<file path="config.mk">
export PLATFORM = sky130hd
export DESIGN_NAME = fetch_sequencer
export DESIGN_NICKNAME = d
export VERILOG_FILES = /design/src/rtl/fetch_sequencer.sv
export SDC_FILE = /design/constraint.sdc
export NUM_CORES = 1
export LEC_CHECK = 0
export ABC_AREA = 1
export ABC_CLOCK_PERIOD_IN_PS = 3500
export BUFFER_PORTS_ARGS = -buffer_cell sky130_fd_sc_hd__buf_2
export CORE_MARGIN = 3
export CORE_UTILIZATION = 52
export DETAILED_ROUTE_END_ITERATION = 6
export GPL_TIMING_DRIVEN = 1
export PLACE_DENSITY = 0.91
export SKIP_CTS_REPAIR_TIMING = 1
export SLEW_MARGIN = 40
export SYNTH_ARGS = -nofsm -noshare
export SYNTH_HDL_FRONTEND = slang
export SYNTH_SLANG_ARGS = --single-unit
</file>
<file path="constraint.sdc">
create_clock -name CLK -period 3.5 [get_ports CLK]
set_input_delay 0 -clock CLK [delete_from_list [all_inputs] [get_ports CLK]]
set_output_delay 0 -clock CLK [all_outputs]
set_load 0.03 [all_outputs]
</file>
<file path="src/rtl/fetch_sequencer.sv">
// Fetch controller: registers instr into ir, resolves branches/halt from ir and steers the PC via PCSrc/immediate.
// Fetch-to-ir 1 edge, taken branch costs 1 squash bubble; stall holds ir, state and counter, HALT freezes until reset.
module fetch_sequencer (
  input  logic        CLK,
  input  logic        reset,
  input  logic [23:0] instr,
  input  logic        zero,
  input  logic        stall,
  output logic        PCSrc,
  output logic [7:0]  immediate,
  output logic [23:0] ir,
  output logic        ir_valid,
  output logic        halted,
  output logic [7:0]  taken_cnt
);

  typedef enum logic [1:0] {
    S_RUN   = 2'd0,
    S_FLUSH = 2'd1,
    S_HALT  = 2'd2
  } state_t;

  state_t      state, state_nxt;
  logic [23:0] ir_nxt;
  logic        ir_valid_nxt;
  logic [7:0]  taken_cnt_nxt;
  logic [3:0]  opcode;
  logic        br_taken;
  logic        is_halt;

  assign opcode  = ir[23:20];
  assign is_halt = (opcode == 4'hF);
  assign halted  = (state == S_HALT);

  always_comb begin
    br_taken = 1'b0;
    case (opcode)
      4'hC:    br_taken = zero;
      4'hD:    br_taken = ~zero;
      4'hE:    br_taken = 1'b1;
      default: br_taken = 1'b0;
    endcase
  end

  always_comb begin
    state_nxt     = state;
    ir_nxt        = ir;
    ir_valid_nxt  = ir_valid;
    taken_cnt_nxt = taken_cnt;
    PCSrc         = 1'b0;
    immediate     = 8'h00;
    // Hold is PC + 0; HALT outranks stall so a frozen sequencer never moves.
    if (state == S_HALT || stall) begin
      PCSrc = 1'b1;
    end else begin
      case (state)
        S_RUN: begin
          if (br_taken) begin
            PCSrc         = 1'b1;
            immediate     = ir[7:0];
            ir_nxt        = 24'h0;
            ir_valid_nxt  = 1'b0;
            taken_cnt_nxt = taken_cnt + 8'd1;
            state_nxt     = S_FLUSH;
          end else if (is_halt) begin
            ir_valid_nxt = 1'b0;
            state_nxt    = S_HALT;
          end else begin
            ir_nxt       = instr;
            ir_valid_nxt = 1'b1;
          end
        end
        S_FLUSH: begin
          ir_nxt       = instr;
          ir_valid_nxt = 1'b1;
          state_nxt    = S_RUN;
        end
        default: state_nxt = S_RUN;
      endcase
    end
  end

  always_ff @(posedge CLK or negedge reset) begin
    if (!reset) begin
      state     <= S_RUN;
      ir        <= 24'h0;
      ir_valid  <= 1'b0;
      taken_cnt <= 8'h00;
    end else begin
      state     <= state_nxt;
      ir        <= ir_nxt;
      ir_valid  <= ir_valid_nxt;
      taken_cnt <= taken_cnt_nxt;
    end
  end

endmodule

</file>
# After elaboration in Yosys (flattened, before gate mapping)
# Cells that the tools add are included.
# Widths: inputs -> output; s select.
word_totals:
  regBits: 35
  out_inout_bits: 43
  wordCells: 38
  inputBits: 28
op_classes:
  reduce_logical: 7
  n_bitwise: 2
  eq_ne: 8
  n_mux: 16
  addsub: 1
op_table:
  columns: ["op", "n"]
  rows:
  - ["$mux 24", 2]
  - ["$pmux 24 s2", 1]
  - ["$mux 8", 3]
  - ["$eq 4x4->1 const B", 4]
  - ["$add 8x1->8 const B", 1]
  - ["$mux 2", 3]
  - ["$ne 3x3->1 const B", 2]
  - ["$reduce_and 3->1", 2]
  - ["$mux 1", 5]
  - ["$reduce_and 2->1", 2]
  - ["$pmux 1 s3", 1]
  - ["$eq 2x1->1 const B", 1]
  - ["$eq 2x2->1 const B", 1]
  - ["$logic_not 2->1", 1]
  - ["$not 1->1", 2]
  - ["$pmux 1 s2", 1]
  - ["$reduce_bool 2->1", 1]
  - ["$logic_or 1x1->1", 1]

# Longest topological paths before layout
depth:
  word_depth: 5
  ltp_mapped: 9
  depth_no_buf: 8

# Worst setup path before layout
# No wires, ideal clock.
synth_timing:
  kind: "reg2out"
  start: "register ir[22]"
  end: "output immediate[0]"
  arrival_ns: 1.571
  path_stages_with_launch: 8
  setup_slack_ns: 1.929
  required_time_ns: 3.500
  path_buffers: 1
  path_cell_list: "dfrtp_1 nand2_1 inv_1 nand3_2 inv_2 nand2_2 buf_2 nor2_1"
synth_via:
  elab_chain_len: 5
  word_cells_on_any_way: 7
  cone_classes: "eq/ne (3); mux (4)"
synth_rtl:
  columns: ["element", "line_no", "source"]
  rows:
  - ["start: declaration", "11", "output logic [23:0] ir,"]
  - ["start signal: assignment", "91", "ir <= ir_nxt;"]
  - ["$eq 4x4->1", "37", "case (opcode)"]
  - ["$pmux 1 s3 *", "37", null]
  - ["$mux 8 *", "58", "if (br_taken) begin"]
  - ["$mux 8 *", "56", "case (state)"]
  - ["$mux 8 *", "53", "if (state == S_HALT || stall) begin"]
  - ["end: declaration", "10", "output logic [7:0] immediate,"]
# Every way passes the cells marked *; elsewhere a longest branch is shown, timed or not.

# Worst setup path after layout
layout_timing:
  start: "register state[1]"
  end: "output immediate[1]"
layout_via:
  elab_chain_len: 3
  word_cells_on_any_way: 5
  cone_classes: "eq/ne (1); mux (2); reduce/logical (2)"
layout_rtl:
  columns: ["element", "line_no", "source"]
  rows:
  - ["start: declaration", "23", "state_t state, state_nxt;"]
  - ["start signal: assignment", "90", "state <= state_nxt;"]
  - ["$logic_not 2->1 / $eq 2x2->1 (equally long branches)", "56, 53", null]
  - ["$mux 8 / $logic_or 1x1->1 (equally long branches)", "56, 53", null]
  - ["$mux 8 *", "53", null]
# Marked as above.

==> out/qor.json <==
{
  "run_status": {"value": "complete, but fails checks"},
  "violated_checks": {"value": "hold timing"},
  "clock.fmax": {"value": 542, "unit": "MHz"},
  "max-cap-violations": {"value": 0},
  "grt_setup_unrepaired": {"value": "false"},
  "synth_area_per_cell": {"value": 6.90, "unit": "um^2"},
  "post_synth_num_cell_types": {"value": 22},
  "irDropWorstVdd": {"value": 0.594, "unit": "mV"},
  "place.detailed.instances": {"value": 372},
  "power.density": {"value": 771, "unit": "nW/um^2"},
  "final_core_area_utilization": {"value": 79.1, "unit": "%"},
  "grt_antenna_before_repair": {"value": 0},
  "rr_startpoint": {"value": "ir[23]"},
  "placedInstanceArea": {"value": 2190, "unit": "um^2"},
  "worst_slew_pin_tran": {"value": 0.532, "unit": "ns"},
  "synth_area": {"value": 1830, "unit": "um^2"},
  "synth-warning-count": {"value": 0},
  "cts_made_buffers": {"value": 5},
  "dominantRegCellSynth": {"value": "dfrtp_1"},
  "post-synth-top-count-cell": {"value": "nand2_1"},
  "avgViaCountPerCell": {"value": 4.69},
  "detailroute.via_count": {"value": 1896},
  "synthTopCellsByCount": {"value": "nand2_1 (119), inv_1 (43), nor2_1 (39), dfrtp_1 (35), buf_2 (5)"},
  "initial_core_util": {"value": 57.1, "unit": "%"},
  "cp_required": {"value": 3.50, "unit": "ns"},
  "grt_util_all_layers": {"value": 21.5, "unit": "%"},
  "power.share.combinational": {"value": 46.5, "unit": "%"},
  "instances_no_fill": {"value": 404},
  "startpoint_type": {"value": "flop"},
  "portion_of_the_post_synthesis_area_used_by_sequential_elements": {"value": 47.9, "unit": "%"},
  "clkSinkCount": {"value": 35},
  "synth_cells": {"value": 265},
  "net-switching-power": {"value": 916, "unit": "uW"},
  "gp_congestion": {"value": 0.765},
  "timing.max_slew.rel_slack": {"value": 64.4, "unit": "%"},
  "p_sw_share": {"value": 46.9, "unit": "%"},
  "cts_max_level": {"value": 2},
  "timing.setup.critical_path_class": {"value": "flop to primary output"},
  "clk_pin_slew": {"value": 0.12, "unit": "ns"},
  "cts_tree": {"value": "built"},
  "core-area": {"value": 3200, "unit": "um^2"},
  "crit_chain": {"value": "nor2_1 -> nand2_1 -> inv_1 -> nand2_2 -> nor2_1 -> buf_2"},
  "clock_latency_reported_for_the_late_side_of_the_worst_skew_pair": {"value": 0.35, "unit": "ns"},
  "synth_largest_type_area_fraction": {"value": 47.9, "unit": "%"},
  "antenna-diode-count": {"value": 0},
  "synth.net_count": {"value": 294},
  "place_worst_setup_slack": {"value": 1.73, "unit": "ns"},
  "final_report_setup_violation_count": {"value": 0},
  "path_buf_inv": {"value": 2},
  "timing.critical_path.arrival": {"value": 1.84, "unit": "ns"},
  "vias_in_the_first_global_route": {"value": 1637},
  "wire_per_inst": {"value": 12.0, "unit": "um"},
  "i_o_buffers": {"value": 70},
  "drt_first_pass_iters": {"value": 4},
  "crit_path_end_kind": {"value": "primary output"},
  "power.internal": {"value": 1.04, "unit": "mW"},
  "hp-start": {"value": "instr[5]"},
  "leakage": {"value": 1.58, "unit": "nW"},
  "die_y": {"value": 65.3, "unit": "um"},
  "postRouteWirelength": {"value": 4870, "unit": "um"},
  "critical_path.max_fanout": {"value": 17},
  "worst_hold_path_type": {"value": "input port to flop"},
  "post-route-cell-area": {"value": 2530, "unit": "um^2"},
  "multi_input_comb_area": {"value": 732, "unit": "um^2"},
  "period_needed": {"value": 1.84, "unit": "ns"},
  "fillCellCount": {"value": 227},
  "critical_path.slowest_cell": {"value": "dfrtp_1"},
  "dpl.hpwl": {"value": 3110, "unit": "um"},
  "ys_seq_elements": {"value": 35},
  "sequentialPowerShare": {"value": 34.8, "unit": "%"},
  "drtAntennaViolNets": {"value": 0},
  "drc": {"value": 0},
  "whs": {"value": -0.0474, "unit": "ns"},
  "die_width": {"value": 65.3, "unit": "um"},
  "first_pass_grt_wire_length": {"value": 7060, "unit": "um"},
  "library_cell_appearing_most_often_on_the_critical_path": {"value": "nor2_1"},
  "dr.first_iter.drc_count": {"value": 49},
  "synth_top_cell_by_area": {"value": "dfrtp_1"},
  "final.setup.tns": {"value": 0, "unit": "ns"},
  "synthTopCellsByArea": {"value": "dfrtp_1 (48%), nand2_1 (24%), inv_1 (8.8%)"},
  "fp-row-count": {"value": 20},
  "die_area": {"value": 4260, "unit": "um^2"},
  "grt-ovfl-total": {"value": 0},
  "clkPwrFrac": {"value": 18.7, "unit": "%"},
  "slew_violations": {"value": 0},
  "worst_path_dominant_cell_family": {"value": "simple AND/OR/NAND/NOR gates"},
  "final_hold_viol_count": {"value": 2},
  "ioPinCount": {"value": 71},
  "layout_setup_ws": {"value": 1.66, "unit": "ns"},
  "final_net_count": {"value": 388},
  "seq_area": {"value": 876, "unit": "um^2"},
  "finClkSkew": {"value": 0.00987, "unit": "ns"},
  "cp-startpoint": {"value": "state[1]"},
  "syn2layout_area_growth": {"value": 38.6, "unit": "%"},
  "grt_start_max_net_pins": {"value": 36},
  "async_flop_share": {"value": 100, "unit": "%"},
  "clock_path_buffers": {"value": 2},
  "worst_path_largest_cell_delay": {"value": 0.46, "unit": "ns"},
  "final_min_period_over_clock_period": {"value": 52.7, "unit": "%"},
  "drive_gt1_share": {"value": 23.6, "unit": "%"},
  "clk_root_buffer_cell": {"value": "clkbuf_4"},
  "synth_edf_count": {"value": 0}
}
==> area by class of cell <==
class                      count  area share (%)
multi-input combinational    178            28.9
inverter                      44            6.52
timing repair buffer          95            23.7
sequential                    35            34.6
tap                           44            2.17
clock inverter                 3            2.67
clock buffer                   5            1.48
==> metrics by stage <==
stage	hold slack, ns	power, mW
2_1_floorplan	-0.296	1.31
3_3_place_gp	0.122	1.54
3_5_place_dp	0.117	1.56
4_1_cts	-0.268	1.93
5_1_grt	0.00179	2.08
6_report	-0.0474	1.95
==> cells by family after synthesis <==
logic type	synth area share (%)
AO/OA/AOI/OAI	1.92
XOR/XNOR	1.44
adder cells (fa/ha/maj)	0.684
buffers and inverters	12.0
flip-flops	47.9
AND/OR/NAND/NOR	36.0
==> layout by cell type, fill, tap and decap left out, drive strengths merged <==
cell type,synthesis,layout
clkbuf,0,5
bufinv,0,2
nor2,40,40
clkinvlp,0,1
dfrtp,35,35
a21boi,1,1
o21ai,4,4
or2,1,1
nand2,121,121
xnor2,1,1
buf,8,71
ha,1,1
xor2,2,2
nand3b,1,1
inv,44,44
nand3,3,3
nand4,2,2
dlygate4sd3,0,24
o21bai,1,1
==> worst paths after layout <==
kind / cells past startpoint / slack (ns) / endpoint
worst max-delay path: 6 / 1.66 / immediate[1]
worst min-delay path: 5 / -0.05 / ir[5]
worst max register to register: 8 / 1.71 / ir[17]
worst min register to register: 2 / 0.49 / ir[11]
max in group asynchronous: 2 / 3.08 / ir[8]
min in group asynchronous: 2 / 0.11 / ir[16]
==> power by group through the flow <==
stage          clock network, mW  logic (mW)  registers, mW
2_1_floorplan                  0       0.344          0.969
3_3_place_gp                   0       0.860          0.678
3_5_place_dp                   0       0.887          0.677
4_1_cts                    0.366       0.886          0.677
5_1_grt                    0.383       0.994          0.703
6_report                   0.366       0.908          0.679
==> layer usage <==
layer  vias up  GRT usage, %  routed length [um]
met1       878          25.2                1890
met3        12          6.32                 211
li1        951             -                   -
met2        55          37.3                2650
met4         0          7.25                 119
met5         -             0                   0
==> state kept, by name, indices dropped and copies added, names as in the netlist <==
signal and flops:
ir 24, ir_valid 1, state 2, taken_cnt 8
==> worst register-to-register path: stages, from the launching register on <==
cell and delay (ns):
dfrtp_1 0.41, nand2_1 0.10, nor2_2 0.16, nand2_1 0.06, nand2_1 0.34, buf_4 0.39
nor2_1 0.09, nand2_1 0.08, nand2_1 0.06
Power figures use the tool's default switching activity.
